File: config.mk
export PLATFORM = sky130hd
export DESIGN_NAME = serial_adder
export DESIGN_NICKNAME = d
export VERILOG_FILES = /design/src/rtl/serial_adder.sv
export SDC_FILE = /design/constraint.sdc
export NUM_CORES = 1
export LEC_CHECK = 0
export ABC_AREA = 0
export ABC_CLOCK_PERIOD_IN_PS = 1600
export CAP_MARGIN = 10
export CORE_UTILIZATION = 50
export CTS_CLUSTER_DIAMETER = 80
export DETAILED_ROUTE_END_ITERATION = 10
export GPL_TIMING_DRIVEN = 0
export PLACE_DENSITY_LB_ADDON = 0.1
export REMOVE_ABC_BUFFERS = 1
export SLEW_MARGIN = 20
export SYNTH_ARGS = -nofsm -noshare
export SYNTH_HDL_FRONTEND = slang
export SYNTH_SLANG_ARGS = --single-unit
File: constraint.sdc
create_clock -name clk -period 1.6 [get_ports clk]
set_input_delay 0.16 -clock clk [delete_from_list [all_inputs] [get_ports clk]]
set_output_delay 0.16 -clock clk [all_outputs]
set_load 0.05 [all_outputs]
File: src/rtl/serial_adder.sv
// Bit-serial WIDTH-bit adder: operands walk LSB-first through one fulladder cell,
// with the carry held in a flop and a start/done handshake around the result.

module fulladder (
    input  logic [2:0] abc,
    output logic       sum,
    output logic       carry
);
    assign sum   = ^abc;
    assign carry = (abc[2] & abc[1]) | (abc[2] & abc[0]) | (abc[1] & abc[0]);
endmodule

// state | meaning
// IDLE  | waiting for start; operands captured on accept
// RUN   | one bit per clock through the full adder, WIDTH cycles
// DONE  | one-cycle done pulse, result already registered
module serial_adder #(
    parameter int WIDTH = 8
) (
    input  logic             clk,
    input  logic             rst_n,
    input  logic             start,
    input  logic [WIDTH-1:0] a,
    input  logic [WIDTH-1:0] b,
    input  logic             cin,
    output logic             busy,
    output logic             done,
    output logic [WIDTH-1:0] sum,
    output logic             cout
);
    localparam int CW = (WIDTH > 1) ? $clog2(WIDTH) : 1;

    typedef enum logic [1:0] {
        IDLE = 2'd0,
        RUN  = 2'd1,
        DONE = 2'd2
    } state_t;

    state_t           state;
    state_t           state_nxt;
    logic [WIDTH-1:0] a_sh;
    logic [WIDTH-1:0] b_sh;
    logic [WIDTH-2:0] s_sh;
    logic [WIDTH-1:0] s_full;
    logic [WIDTH-1:0] sum_q;
    logic             c_q;
    logic             cout_q;
    logic [CW-1:0]    cnt;
    logic             last_bit;
    logic             fa_sum;
    logic             fa_carry;

    fulladder u_fa (
        .abc   ({a_sh[0], b_sh[0], c_q}),
        .sum   (fa_sum),
        .carry (fa_carry)
    );

    // s_sh holds the WIDTH-1 bits already produced; the bit in flight completes the word
    assign s_full   = {fa_sum, s_sh};
    assign last_bit = (cnt == CW'(WIDTH - 1));

    always_ff @(posedge clk or negedge rst_n) begin
        if (!rst_n) begin
            state <= IDLE;
        end else begin
            state <= state_nxt;
        end
    end

    always_comb begin
        state_nxt = state;
        unique case (state)
            IDLE:    if (start) state_nxt = RUN;
            RUN:     if (last_bit) state_nxt = DONE;
            DONE:    state_nxt = IDLE;
            default: state_nxt = IDLE;
        endcase
    end

    always_comb begin
        busy = 1'b0;
        done = 1'b0;
        unique case (state)
            IDLE: begin
                busy = 1'b0;
                done = 1'b0;
            end
            RUN:  busy = 1'b1;
            DONE: begin
                busy = 1'b1;
                done = 1'b1;
            end
            default: begin
                busy = 1'b0;
                done = 1'b0;
            end
        endcase
    end

    always_ff @(posedge clk or negedge rst_n) begin
        if (!rst_n) begin
            a_sh   <= '0;
            b_sh   <= '0;
            s_sh   <= '0;
            c_q    <= 1'b0;
            cnt    <= '0;
            sum_q  <= '0;
            cout_q <= 1'b0;
        end else begin
            case (state)
                IDLE: begin
                    if (start) begin
                        a_sh <= a;
                        b_sh <= b;
                        c_q  <= cin;
                        s_sh <= '0;
                        cnt  <= '0;
                    end
                end
                RUN: begin
                    a_sh <= {1'b0, a_sh[WIDTH-1:1]};
                    b_sh <= {1'b0, b_sh[WIDTH-1:1]};
                    s_sh <= s_full[WIDTH-1:1];
                    c_q  <= fa_carry;
                    if (last_bit) begin
                        cnt    <= '0;
                        sum_q  <= s_full;
                        cout_q <= fa_carry;
                    end else begin
                        cnt <= cnt + 1'b1;
                    end
                end
                default: ;
            endcase
        end
    end

    assign sum  = sum_q;
    assign cout = cout_q;

endmodule

==> impl_metrics.ini <==
[global_route]
grt_start_max_net_pins = 29
grt_pass1_vias = 1471
grt_overflow_total = 0
grt_pass1_wl_mm = 6.88
grt_antenna_before_repair = 0
grt_usage = 0.228

[setup_path]
startpoint_type = flip-flop
cp.arrival_ns = 1.72
crit_fanout = 14
required_ns = 1.77
crit_path_end_kind = flip-flop
crit_type = reg -> reg

[yosys]
yosysWarnings = 0
synth-seq-cells = 38
synth_top_family_by_area = compound AO/OA/AOI/OAI gates
synth_fa_ha_area_frac = 0.0511
netlist_area_um2 = 1860
synthXorXnorAreaFrac = 0
syn_inst = 156
synth.area.mux_share = 0.0605
synth.avg_cell_area_um2 = 11.9
synth_seq_area_share = 0.511
synth-compound-area-share = 0.206
synthSimpleGateAreaFrac = 0.117
ys_types = 34

[placement]
place_inst = 222
dpl.hpwl_mm = 2.45
routabilityCongestion = 0.724
place.port_buffers = 30

[final_layout]
diodes = 0
nNetsFinal = 223
drive_gt1_frac = 0.254
final_cell_count_no_fill = 243
syn_to_final_growth_pct = 32.5
nFillCells = 266
final_common_cell = dfrtp_1
layout_common_cells = 38 x dfrtp_1, 18 x clkdlybuf4s50_1, 15 x nor2_1

[detailed_routing]
via_per_inst = 5.79
drt_iter0_markers = 80
drt_pre_antenna_iters = 4
wl_mm = 4.06
vias = 1408
drc = 0
antenna_left = 0
wl_per_cell_um = 16.7

[sta]
slew_headroom = 0.665
tightest_slew_ns = 0.501
finalHoldWorstSlack_ns = 0.331
fin_crit_sh = 0.969
finalSetupViolCount = 0
final_hold_viol_count = 0
slew_violations = 0
finalClockSkew_ns = 0.00618
rsz0062_at_grt = false
finalCriticalPeriod_ns = 1.55
fmax_ghz = 0.645

[clock_tree]
clk_latency_ns = 0.29
path_clk_slew_ns = 0.08
cts-htree-levels = 2
cts_buffers = 5
tritoncts = yes
cts_sinks = 38
root_buffer = clkbuf_8
cts_buffer_depth = 2

[power_and_ir_drop]
internal-power_mw = 2.93
fin_total_pwr_mw = 4.74
sequentialPowerShare = 0.318
leakagePower_nw = 1.11
pwr-share-comb = 0.471
clkPwrFrac = 0.211
powerDensity_nw_per_um2 = 1920
switching_power_mw = 1.81
ir_drop_v = 0.00119
p_sw_frac = 0.381

[run_status]
outcome = finished, final reports clean

[die]
start_util = 0.541
fp.dieW_um = 63
die_y_um = 63
fp.dieArea_um2 = 3970
core_um2 = 3440
pin_count = 31
rows = 21

[flow_run]
drv_cap = 0

[hold_path]
hold_path.class = in -> async
Yosys cell counts:
library cell,count,area [µm²]
a211oi_2,5,62.6
nor2b_1,2,12.5
nor2b_2,1,8.76
o22a_1,2,17.5
ha_1,6,75.1
nor2_4,1,11.3
nand4_1,1,6.26
nand2b_1,1,6.26
o21ai_1,4,20.0
nor3_2,5,50.1
a21oi_1,1,5.00
a221oi_2,2,30.0
o22ai_1,12,75.1
fa_1,1,20.0
a221oi_1,1,8.76
nand2_2,1,6.26
a22o_1,11,96.3
nor2_1,15,56.3
inv_4,1,6.26
inv_1,4,15.0
dfrtp_1,38,951
o221a_2,2,22.5
nand2_1,2,7.51
buf_2,4,20.0
buf_4,3,22.5
a211oi_1,4,30.0
clkbuf_1,1,3.75
nor3_1,5,25.0
mux2_1,10,113
or3_1,2,12.5
a31oi_1,1,6.26
o21ai_2,1,8.76
buf_6,3,33.8
nand3_1,3,15.0
state kept, by name, summed over array words and instances, names as in the netlist:
| name | count |
|---|---|
| a_sh | 8 |
| b_sh | 8 |
| sum | 8 |
| s_sh | 7 |
| cnt | 3 |
| state | 2 |
| c_q | 1 |
| cout | 1 |
layer usage:
layer | GRT usage | part of all wire
met5 | 0 | 0
met4 | 0.0610 | 0.0079
met3 | 0.0566 | 0.041
met2 | 0.359 | 0.49
met1 | 0.314 | 0.46
what timing repair did:
action / in CTS / in global routing
gates cloned: 0 / 0
pin swaps: 1 / 3
hold buffers: 1 / 0
gates resized for setup: 24 / 9
endpoints found under the setup margin: 47 / 30
setup buffers: 9 / 3
hold endpoints to repair: 13 / 0
worst paths after layout:
| kind | cells after the start | slack (ns) | start | endpoint |
|---|---|---|---|---|
| setup / recovery | 6 | 0.05 | state[1] | a_sh[0] |
| max in group asynchronous | 3 | 0.82 | rst_n | a_sh[4] |
| hold reg to reg | 1 | 0.49 | sum[3] | sum[3] |
| min in group clk | 1 | 0.49 | sum[3] | sum[3] |
| setup reg to reg | 6 | 0.05 | state[1] | a_sh[0] |
| hold / removal | 2 | 0.33 | rst_n | b_sh[7] |
cells by family (layout without fill, tap and decap cells):
kind of cell | after synthesis | count (layout)
mux | 10 | 10
fa+ha+maj | 7 | 7
simple gates | 39 | 39
buf+inv | 16 | 57
flops | 38 | 38
compound gates | 46 | 46
critical path: stages, from the launching register on:
cell     delay [ns]
dfrtp_1        0.39
inv_2          0.11
ha_4           0.21
buf_4          0.13
nand2_4        0.11
o22a_1         0.23
o221a_2        0.24
power by group through the flow:
stage / combinational, mW / sequential [mW] / clock [mW]
floorplan: 1.35 / 1.50 / 0
CTS: 2.12 / 1.52 / 1.02
finish: 2.23 / 1.51 / 1.00
detailed placement: 1.84 / 1.52 / 0
global route: 2.42 / 1.55 / 1.06
global placement: 1.76 / 1.50 / 0
per-stage QoR:
| step | instance area, µm² | TNS [ns] | util | setup WS (ns) |
|---|---|---|---|---|
| 6_report | 2470 | 0 | 0.716 | 0.0504 |
| 5_1_grt | 2470 | 0 | 0.716 | 0.00167 |
| 4_1_cts | 2420 | 0 | 0.703 | 0.000679 |
| 3_5_place_dp | 2160 | -30.29 | 0.628 | -1.21 |
| 3_3_place_gp | 2140 | -46.12 | 0.621 | -1.12 |
| 2_1_floorplan | 1780 | -14.66 | - | -0.660 |
layout make-up:
class / instances / area (µm²) / share of cell area
multi-input combinational: 102 / 861 / 0.349
timing repair buffer: 44 / 428 / 0.174
inverter: 5 / 26.3 / 0.0107
tap: 46 / 57.6 / 0.0233
sequential: 38 / 951 / 0.386
clock inverter: 2 / 60.1 / 0.0244
clock buffer: 6 / 82.6 / 0.0335
Note: power is estimated with default switching activity, not from simulation.
